==> src/rtl/alu_scheduler.sv <==
// alu_scheduler: round-robin front end that shares one multi-cycle ALU
// among NUM_REQ requesters. One operation is in flight at a time:
// IDLE (arbitrate) -> ISSUE (1-cycle alu_enable) -> WAIT (alu_ready) -> RESP.
// Optional WAIT watchdog: define ALU_SCHEDULER_TIMEOUT_EN.
module alu_scheduler #(
    parameter int WIDTH   = 32,
    parameter int NUM_REQ = 4
) (
    input  logic                     clk,
    input  logic                     reset_n,
    input  logic [NUM_REQ-1:0]       req_valid,
    output logic [NUM_REQ-1:0]       req_ready,
    input  logic [4*NUM_REQ-1:0]     req_opcode,
    input  logic [WIDTH*NUM_REQ-1:0] req_operand_a,
    input  logic [WIDTH*NUM_REQ-1:0] req_operand_b,
    input  logic [5*NUM_REQ-1:0]     req_shift_amount,
    output logic [NUM_REQ-1:0]       rsp_valid,
    input  logic [NUM_REQ-1:0]       rsp_ready,
    output logic [WIDTH-1:0]         rsp_result,
    output logic [4:0]               rsp_flags,
    output logic                     alu_enable,
    output logic [3:0]               alu_opcode,
    output logic [WIDTH-1:0]         alu_operand_a,
    output logic [WIDTH-1:0]         alu_operand_b,
    output logic [4:0]               alu_shift_amount,
    input  logic [WIDTH-1:0]         alu_result,
    input  logic                     alu_carry_flag,
    input  logic                     alu_overflow_flag,
    input  logic                     alu_ready
);

    localparam int OW = (NUM_REQ > 1) ? $clog2(NUM_REQ) : 1;
    localparam logic [NUM_REQ-1:0] ONE = NUM_REQ'(1);

    localparam logic [1:0] S_IDLE  = 2'd0;
    localparam logic [1:0] S_ISSUE = 2'd1;
    localparam logic [1:0] S_WAIT  = 2'd2;
    localparam logic [1:0] S_RESP  = 2'd3;

    logic [1:0]       r_state;
    logic [OW-1:0]    r_owner;
    logic [OW-1:0]    r_last_grant;
    logic [3:0]       r_opcode;
    logic [WIDTH-1:0] r_operand_a;
    logic [WIDTH-1:0] r_operand_b;
    logic [4:0]       r_shift_amount;
    logic [WIDTH-1:0] r_result;
    logic [4:0]       r_flags;

    logic [3:0]       w_op    [NUM_REQ];
    logic [WIDTH-1:0] w_a     [NUM_REQ];
    logic [WIDTH-1:0] w_b     [NUM_REQ];
    logic [4:0]       w_sh    [NUM_REQ];
    logic             w_grant_vld;
    logic [OW-1:0]    w_grant_idx;
    logic             w_hs;
    logic             w_timeout;
    int               w_j;

    // Per-requester view of the packed request buses
    for (genvar gi = 0; gi < NUM_REQ; gi++) begin : g_unpack
        assign w_op[gi] = req_opcode[4*gi +: 4];
        assign w_a[gi]  = req_operand_a[WIDTH*gi +: WIDTH];
        assign w_b[gi]  = req_operand_b[WIDTH*gi +: WIDTH];
        assign w_sh[gi] = req_shift_amount[5*gi +: 5];
    end

    // Round-robin search starting just after the last granted requester
    always_comb begin
        w_grant_vld = 1'b0;
        w_grant_idx = '0;
        w_j         = 0;
        for (int k = 1; k <= NUM_REQ; k++) begin
            w_j = int'(r_last_grant) + k;
            if (w_j >= NUM_REQ) w_j = w_j - NUM_REQ;
            if (!w_grant_vld && req_valid[OW'(w_j)]) begin
                w_grant_vld = 1'b1;
                w_grant_idx = OW'(w_j);
            end
        end
    end

    // Grant is only offered in IDLE; reset also masks it because it is combinational
    assign w_hs      = reset_n && (r_state == S_IDLE) && w_grant_vld;
    assign req_ready = w_hs ? (ONE << w_grant_idx) : '0;

    assign alu_enable       = (r_state == S_ISSUE);
    assign alu_opcode       = r_opcode;
    assign alu_operand_a    = r_operand_a;
    assign alu_operand_b    = r_operand_b;
    assign alu_shift_amount = r_shift_amount;

    assign rsp_valid  = (r_state == S_RESP) ? (ONE << r_owner) : '0;
    assign rsp_result = r_result;
    assign rsp_flags  = r_flags;

`ifdef ALU_SCHEDULER_TIMEOUT_EN
    logic [3:0] r_wait_cnt;

    // Watchdog: counts WAIT cycles, cleared while issuing so each op starts at 0
    always_ff @(posedge clk or negedge reset_n) begin
        if (!reset_n)                r_wait_cnt <= 4'd0;
        else if (r_state == S_ISSUE) r_wait_cnt <= 4'd0;
        else if (r_state == S_WAIT)  r_wait_cnt <= r_wait_cnt + 4'd1;
    end

    // 16th WAIT cycle without alu_ready
    assign w_timeout = (r_state == S_WAIT) && (r_wait_cnt == 4'hF);
`else
    assign w_timeout = 1'b0;
`endif

    // Main FSM plus operand/result holding registers
    always_ff @(posedge clk or negedge reset_n) begin
        if (!reset_n) begin
            r_state        <= S_IDLE;
            r_owner        <= '0;
            r_last_grant   <= OW'(NUM_REQ - 1);
            r_opcode       <= '0;
            r_operand_a    <= '0;
            r_operand_b    <= '0;
            r_shift_amount <= '0;
            r_result       <= '0;
            r_flags        <= '0;
        end else begin
            case (r_state)
                S_IDLE: begin
                    if (w_hs) begin
                        r_owner        <= w_grant_idx;
                        r_last_grant   <= w_grant_idx;
                        r_opcode       <= w_op[w_grant_idx];
                        r_operand_a    <= w_a[w_grant_idx];
                        r_operand_b    <= w_b[w_grant_idx];
                        r_shift_amount <= w_sh[w_grant_idx];
                        r_state        <= S_ISSUE;
                    end
                end
                S_ISSUE: r_state <= S_WAIT;
                S_WAIT: begin
                    if (alu_ready) begin
                        // zero/negative derived here from the captured result
                        r_result <= alu_result;
                        r_flags  <= {1'b0, alu_overflow_flag, alu_carry_flag,
                                     alu_result[WIDTH-1], (alu_result == '0)};
                        r_state  <= S_RESP;
                    end else if (w_timeout) begin
                        r_result <= '0;
                        r_flags  <= 5'b10000;
                        r_state  <= S_RESP;
                    end
                end
                S_RESP: begin
                    if (rsp_ready[r_owner]) r_state <= S_IDLE;
                end
                default: r_state <= S_IDLE;
            endcase
        end
    end

endmodule

==> config.mk <==
export PLATFORM = sky130hd
export DESIGN_NAME = alu_scheduler
export DESIGN_NICKNAME = d
export VERILOG_FILES = /design/src/rtl/alu_scheduler.sv
export SDC_FILE = /design/constraint.sdc
export NUM_CORES = 1
export LEC_CHECK = 0
export CAP_MARGIN = 20
export CORE_AREA = 2 2 178 180
export DETAILED_ROUTE_END_ITERATION = 6
export DIE_AREA = 0 0 180 182
export HOLD_SLACK_MARGIN = 0.06
export SLEW_MARGIN = 40
export SYNTH_ARGS = -nofsm -noshare
export SYNTH_HDL_FRONTEND = slang
export SYNTH_SLANG_ARGS = --single-unit
==> constraint.sdc <==
create_clock -name clk -period 3.35 [get_ports clk]
set_input_delay 1.005 -clock clk [delete_from_list [all_inputs] [get_ports clk]]
set_output_delay 1.005 -clock clk [all_outputs]
set_load 0.01 [all_outputs]
# After elaboration in Yosys (flattened, before gate mapping)
# Index checks and enable logic that the tools add are counted.
word_totals:
  inputBits: 337
  regBits: 115
  word_cells: 93
classes:
  order_cmp: 10
  add_sub_neg: 8
  n_mux: 44
  n_bitwise: 1
  eq_ne: 6
  shifts: 2
  reduce_logical: 13
op_table:
  columns: ["cell", "count"]
  rows:
  - ["$bmux 32 s2", 2]
  - ["$mux 32", 4]
  - ["$logic_not 32->1", 1]
  - ["$mux 2", 11]
  - ["$lt 2x4->1 const B", 4]
  - ["$mux 4", 4]
  - ["$mux 1", 13]
  - ["$ge 3x3->1 const B", 4]
  - ["$bmux 1 s2", 5]
  - ["$bmux 5 s2", 1]
  - ["$mux 5", 2]
  - ["$bmux 4 s2", 1]
  - ["$pmux 2 s4", 1]
  - ["$shl 1x2->4 const A", 2]
  - ["$sub 2x1->2 const B", 4]
  - ["$add 2x2->3 const B", 2]
  - ["$logic_and 1x1->1", 5]
  - ["$add 2x3->4 const B", 1]
  - ["$eq 2x2->1 const B", 2]
  - ["$ge 4x3->1 const B", 1]
  - ["$ne 2x2->1 const B", 2]
  - ["$reduce_and 2->1", 2]
  - ["$add 2x1->3 const B", 1]
  - ["$logic_not 1->1", 3]
  - ["6 further kinds", 6]

# Longest topological paths before layout
# Gate-level depths: netlist of run 1.
depth:
  ltp_word: 20
  mapped_depth: 8
  mapped_depth_nobuf: 6

# Least setup slack after synthesis of run 1
# OpenSTA, ideal clock, no wires.
synth_timing:
  path_type: "input-to-output"
  start: "input port req_valid[2]"
  end: "output port req_ready[0]"
  stages: 7
  arrival_ps: 2115
  setup_slack_ps: 230
  cell_sequence: "buf_2 or2_1 a21oi_2 buf_2 clkbuf_1 nor2_1 nor2_1"
synth_between:
  elab_chain_len: 15
  elab_cells_between_ends: 29
  classes_between: "1 x shift; 21 x mux; 7 x reduce/logical"
synth_lines:
  columns: ["element", "line_no", "rtl"]
  rows:
  - ["from (decl)", "11", "input logic [NUM_REQ-1:0] req_valid,"]
  - ["$bmux 1 s2", "76", "if (!w_grant_vld && req_valid[OW'(w_j)]) begin"]
  - ["$mux 1 (implied by the code) (2 in a row)", "76", null]
  - ["$mux 1", "76", null]
  - ["$logic_not 1->1", "76", null]
  - ["$logic_and 1x1->1", "76", null]
  - ["$mux 1", "76", null]
  - ["$logic_not 1->1", "76", null]
  - ["$logic_and 1x1->1", "76", null]
  - ["$mux 1", "76", null]
  - ["$logic_not 1->1", "76", null]
  - ["$logic_and 1x1->1", "76", null]
  - ["$mux 2 or $mux 1 (tied branches)", "76", null]
  - ["$shl 1x2->4 or $logic_and 1x1->1 (tied branches)", "85, 84", null]
  - ["$mux 4 *", "85", "assign req_ready = w_hs ? (ONE << w_grant_idx) : '0;"]
  - ["to (decl)", "12", "output logic [NUM_REQ-1:0] req_ready,"]
# Mark *: on every way between the ends. The rest lies on a longest branch, timed or not. The select of a mux whose other input is x is not followed.

# Worst setup path after layout of run 1
layout_timing:
  start: "input port req_valid[0]"
  end: "output port req_ready[2]"
# The elaborated chain is that of the path after synthesis.

==> results.json, run 1 <==
{
  "synth.avg_cell_area_sq_um": 9.26,
  "grt_first_pass_wirelength_um": 52900,
  "layout-drive-gt1-share_pct": 10.7,
  "holdCritPathClass": "register to register",
  "dr.max_layer_used": "met5",
  "routedLengthMet1_um": 14000,
  "min_period_ns": 3.30,
  "max_slew.worst_pin.slew_ns": 0.727,
  "pre_cts_ws_ns": -0.535,
  "global_route_congestion_overflow_total": 0,
  "detailedRoute.firstPassIterationCount": 4,
  "clock.fmax_mhz": 303,
  "met3_length_um": 2640,
  "static_power_due_to_leakage_nw": 4.64,
  "global_routing_usage_summed_across_all_routing_layers_pct": 20.9,
  "synth_largest_type_area_fraction_pct": 39.8,
  "initial_core_utilization_pct": 22.7,
  "grt_antenna_before_repair": 2,
  "yosysWarningCount": 0,
  "yosys.area.top_type": "dfrtp_1",
  "worstPathArrival_ns": 2.29,
  "placement_rows": 65,
  "floorplan.io_pins": 456,
  "final_area_sq_um": 12600,
  "timing.final.ws_setup_ns": 0.0503,
  "power.density_cell_area_nw_per_um2": 732,
  "drt_drc_violations_left": 0,
  "grt_max_degree": 74,
  "grt_setup_unrepaired": "false",
  "synth_top_cells_by_area": "dfrtp_1, a32oi_1, a41oi_1",
  "synth_fp_nets": 1103,
  "cts-root-to-sink-buffers": 2,
  "commonest_non_fill_non_tap_cells_in_the_layout": "clkdlybuf4s50_1, dfrtp_1, nor2_1, o21ai_0, a32oi_1",
  "synth_enable_flop_cells": 0,
  "status": "complete, no violations",
  "root_buffer": "clkbuf_16",
  "synthDistinctLibCells": 40,
  "syn_area_sq_um": 7050,
  "postSynth.asyncResetShare_pct": 100,
  "die_w_um": 180,
  "wire_per_inst_um": 22.3,
  "setup.worst_path.start_class": "input pin",
  "synthToLayoutAreaGrowth_pct": 79.3,
  "most_common_cell_after_layout_fill_and_taps_aside": "clkdlybuf4s50_1",
  "critPathRequiredTime_ns": 2.34,
  "postSynthCellCount": 761,
  "cts_made_buffers": 17,
  "irDropWorstVdd_mv": 0.369,
  "die_area_sq_um": 32800,
  "htree_num_levels": 4,
  "timing_worst_setup_path_type": "input pin to output port",
  "floorplan.core_area_sq_um": 31000,
  "portBuffers": 454,
  "placed_area_sq_um": 12000,
  "dp.final_hpwl_um": 24800,
  "viasPerCell": 5.22,
  "fin_worst_hold_slack_ns": 0.504,
  "floorplan.die.height_um": 182,
  "clock_transition_time_at_the_flip_flop_clock_pins_of_the_worst_setup_and_hold_paths_ns": 0.06,
  "finClkSkew_ns": 0.0158,
  "grt_pass1_vias": 8732,
  "timing.final.setup_violations": 0,
  "finalWirelength_um": 35500,
  "final_min_period_over_clock_period_pct": 98.5,
  "max-slew-margin-rel_pct": 51.6,
  "route.antenna.remaining_nets": 0,
  "post_cts_buffers": 0,
  "cts_tree": "done",
  "drtIter0Drc": 431,
  "max_slew_vio_count": 0,
  "via_count": 8325,
  "ys_seq_area_share_pct": 40.5,
  "clock_insertion_delay_worst_skew_ns": 0.41,
  "nets_finish": 1521,
  "place_congestion": 0.850,
  "timing.setup.tns_ns": 0,
  "clkSinkCount": 114,
  "p_total_mw": 9.25,
  "antenna_cells_inserted": 0,
  "synth_register_bits": 114,
  "finalHoldViolations": 0,
  "wl_met2_um": 17800,
  "setup.worst_path.end_class": "output port",
  "cp_max_fo": 5,
  "maxCapViolations": 0,
  "synth-main-ff-cell": "dfrtp_1"
}
[timing repair]
action                     in CTS  in global routing
setup endpoints to repair       4                  3
resized for setup               9                  3
hold buffers                    0                  0
[metal layers]
| metal | GRT usage, % | up-vias |
|---|---|---|
| met4 | 7.35 | 4 |
| met2 | 36.8 | 404 |
| li1 | - | 3802 |
| met5 | 0 | - |
| met1 | 24.1 | 4058 |
| met3 | 6.42 | 57 |
[state kept, by name, summed over array words and instances (netlist names)]
name and cells:
rsp_flags 4, rsp_result 31, alu_shift_amount 5, r_last_grant 2, alu_operand_b 32, r_owner 2, r_state 2, alu_operand_a 32
alu_opcode 4
[metrics by stage]
step | cells | util [%]
2_1_floorplan | 761 | -
3_3_place_gp | 1560 | 38.7
3_5_place_dp | 1560 | 38.7
4_1_cts | 1592 | 40.6
5_1_grt | 1594 | 40.8
6_report | 1594 | 40.8
[path summary, 6_finish.rpt]
| path | from | endpoint | slack, ns | cells after the start |
|---|---|---|---|---|
| worst max-delay path | req_valid[0] | req_ready[2] | 0.05 | 5 |
| worst min-delay path | rsp_result[25]$_DFFE_PN0P_ | rsp_result[25]$_DFFE_PN0P_ | 0.50 | 1 |
| worst max register to register | r_state[0]$_DFFE_PN0P_ | alu_opcode[3]$_DFFE_PN0P_ | 1.13 | 7 |
| worst min register to register | rsp_result[25]$_DFFE_PN0P_ | rsp_result[25]$_DFFE_PN0P_ | 0.50 | 1 |
| max in group asynchronous | reset_n | rsp_result[18]$_DFFE_PN0P_ | 1.52 | 4 |
| min in group asynchronous | reset_n | r_owner[1]$_DFFE_PN0P_ | 0.84 | 3 |
[synth_stat cells (4+ instances only)]
library cell and n:
buf_6 9, ha_1 5, inv_1 5, nand2b_1 6
and2_1 73, nor2_1 82, nor4_1 9, nand2_1 12
mux2_2 35, a41oi_1 73, buf_2 21, o21ai_0 76
dfrtp_1 112, a31oi_1 73, nor3_1 4, a32oi_1 74
clkbuf_1 64
[logic make-up after synthesis]
| group | after synthesis | share of synthesized area [%] |
|---|---|---|
| adders and majority gates | 5 | 0.888 |
| buffers and inverters | 101 | 6.82 |
| other | 1 | 0.0532 |
| AOI/OAI and AO/OA | 307 | 31.5 |
| DFF | 114 | 40.5 |
| and+or+nand+nor | 197 | 14.3 |
| muxes | 36 | 5.91 |
[final cells by class]
cell class,count,area [sq um]
multi-input combinational,546,3750
sequential,114,2860
timing repair buffer,495,4920
clock inverter,15,155
fill,3101,18400
clock buffer,17,425
tap,402,503
inverter,5,18.8
[where the power goes]
group	internal [mW]	switching (mW)	total (mW)
registers	2.09	0.412	2.50
clock network	1.06	0.819	1.88
logic	2.50	2.38	4.88
total	5.64	3.61	9.25
[critical path, stage by stage]
cell	delay [ns]
clkdlybuf4s15_2	0.23
or4_4	0.53
o31ai_1	0.10
nor2b_1	0.17
clkdlybuf4s15_1	0.26
Note: power is estimated with default switching activity, not from simulation.
==> run 2: changes to the inputs <==
- PLACE_DENSITY_LB_ADDON: unset -> 0.12
==> run 2 against run 1 <==
Effect of this change: sequential cell count unchanged; die area did not move; global-route usage increased by 0.39 points; final cell count hardly changed; clock-buffer cell count is 1 higher; clock skew rose by 0.00060 ns; worst hold slack lost 0.012 ns; critical endpoint is now req_ready[3]; worst setup slack gained 0.023 ns; register-to-register slack got worse by 0.10 ns; non-clock buffer count down 1; highest routed layer is now met4; cell area down 0.11%; utilization hardly changed.
==> results.json, run 2 (synthesis results as in run 1) <==
{
  "status": "complete, no violations",
  "htree_num_levels": 4,
  "cts-root-to-sink-buffers": 2,
  "via_count": 8113,
  "drt_drc_violations_left": 0,
  "path_cells": "clkdlybuf4s15_1 -> buf_4 -> o211ai_1 -> o2111ai_2 -> nor2_1 -> dlygate4sd2_1",
  "maxCapViolations": 0,
  "grt_first_pass_wirelength_um": 53600,
  "cp_max_fo": 6,
  "setup.worst_path.start_class": "input pin",
  "worstPathArrival_ns": 2.27,
  "finalWirelength_um": 36300,
  "static_power_due_to_leakage_nw": 4.63,
  "initial_core_utilization_pct": 22.7,
  "synthToLayoutAreaGrowth_pct": 79.1,
  "holdCritPathClass": "register to register",
  "clock_transition_time_at_the_flip_flop_clock_pins_of_the_worst_setup_and_hold_paths_ns": 0.06,
  "grt_setup_unrepaired": "false",
  "pre_cts_ws_ns": -0.570,
  "finClkSkew_ns": 0.0164,
  "root_buffer": "clkbuf_16",
  "place_congestion": 0.792,
  "portBuffers": 454,
  "min_period_ns": 3.28,
  "stdcell_count": 1595,
  "drtIter0Drc": 383,
  "clock.fmax_mhz": 305,
  "cts_tree": "done",
  "detailedRoute.firstPassIterationCount": 4,
  "grt_max_degree": 74,
  "timing.critical_path.slowest_cell_delay_ns": 0.30,
  "ctsHoldBuffers": 0,
  "route.antenna.remaining_nets": 0,
  "crit_buf_inv": 3,
  "setup.worst_path.end_class": "output port",
  "global_route_congestion_overflow_total": 0,
  "layout-drive-gt1-share_pct": 10.7,
  "dp.final_hpwl_um": 25200,
  "grt_pass1_vias": 8305,
  "fin_worst_hold_slack_ns": 0.492,
  "max-slew-margin-rel_pct": 43.7,
  "critPathRequiredTime_ns": 2.34,
  "clkSinkCount": 114,
  "placed_cell_count": 1561,
  "global_routing_usage_summed_across_all_routing_layers_pct": 21.3,
  "max_slew_vio_count": 0,
  "most_common_cell_after_layout_fill_and_taps_aside": "clkdlybuf4s50_1",
  "commonest_non_fill_non_tap_cells_in_the_layout": "clkdlybuf4s50_1, dfrtp_1, nor2_1, o21ai_0, a32oi_1",
  "floorplan.io_pins": 456,
  "cts-resized-gates": 9,
  "floorplan.die.height_um": 182,
  "timing_worst_setup_path_type": "input pin to output port",
  "timing.final.ws_setup_ns": 0.0734,
  "die_area_sq_um": 32800,
  "critPathSlowestCell": "dlygate4sd2_1",
  "floorplan.core_area_sq_um": 31000,
  "grt_antenna_before_repair": 2,
  "max_slew.worst_pin.slew_ns": 0.845,
  "finalHoldViolations": 0,
  "irDropWorstVdd_mv": 0.361,
  "die_w_um": 180,
  "viasPerCell": 5.09,
  "wire_per_inst_um": 22.8,
  "clock_insertion_delay_worst_skew_ns": 0.42,
  "critical_path.top_delay_family": "buffers and inverters",
  "cts_made_buffers": 17,
  "timing.final.setup_violations": 0,
  "final_min_period_over_clock_period_pct": 97.8,
  "power.density_cell_area_nw_per_um2": 746,
  "nets_finish": 1520,
  "post_cts_buffers": 0,
  "placement_rows": 65,
  "timing.setup.tns_ns": 0
}
[run 2: cell types whose count changed in the layout (fill, tap and decap cells not counted), sizes merged]
cell,delta
clkbuf,+2
clkinv,+3
clkinvlp,+1
bufinv,+3
inv,-8
clkdlybuf4s15,-2
diode,+2
[run 2: worst register-to-register path, stage by stage, from the launching register on]
cell,delay (ns)
dfstp_2,0.40
nand2b_1,0.21
buf_4,0.16
a311o_2,0.39
buf_4,0.14
buf_4,0.25
a32oi_1,0.40
buf_4,0.18
a31oi_1,0.06
[run 2: layout make-up]
class                   count  area [sq um]
multi-input cells         546          3750
clock buffers              18           439
flip-flops and latches    114          2860
well taps                 402           503
repair buffers            494          4850
clock inverters            14           200
diodes                      2          5.00
inverters                   5          18.8
fillers                  3142         18400
[run 2: routing by layer]
metal	wire length (um)	vias up	global-route usage, %
met1	15100	3921	25.9
met4	623	0	6.08
met5	0	-	0
met3	2400	33	5.74
li1	-	3800	-
met2	18300	359	37.0
[run 2: worst paths after layout]
path / from / to / slack [ns] / cells past startpoint
worst max-delay path: req_valid[0] / req_ready[3] / 0.07 / 6
worst min-delay path: rsp_flags[0]$_DFFE_PN0P_ / rsp_flags[0]$_DFFE_PN0P_ / 0.49 / 2
worst max register to register: r_last_grant[0]$_DFFE_PN1P_ / alu_operand_b[4]$_DFFE_PN0P_ / 1.03 / 8
worst min register to register: rsp_flags[0]$_DFFE_PN0P_ / rsp_flags[0]$_DFFE_PN0P_ / 0.49 / 2
max in group asynchronous: reset_n / alu_operand_b[28]$_DFFE_PN0P_ / 1.55 / 4
min in group asynchronous: reset_n / rsp_result[6]$_DFFE_PN0P_ / 0.78 / 3
[run 2: metrics by stage]
| step | total power, mW | util, % | area [sq um] |
|---|---|---|---|
| 2_1_floorplan | 4.76 | - | 7050 |
| 3_3_place_gp | 7.43 | 38.6 | 12000 |
| 3_5_place_dp | 7.45 | 38.6 | 12000 |
| 4_1_cts | 9.55 | 40.7 | 12600 |
| 5_1_grt | 10.0 | 40.7 | 12600 |
| 6_report | 9.42 | 40.7 | 12600 |
[run 2: power by group]
| group | switching, mW | internal, mW |
|---|---|---|
| clock | 0.771 | 1.28 |
| sequential | 0.426 | 2.09 |
| combinational | 2.39 | 2.47 |
| total | 3.58 | 5.83 |
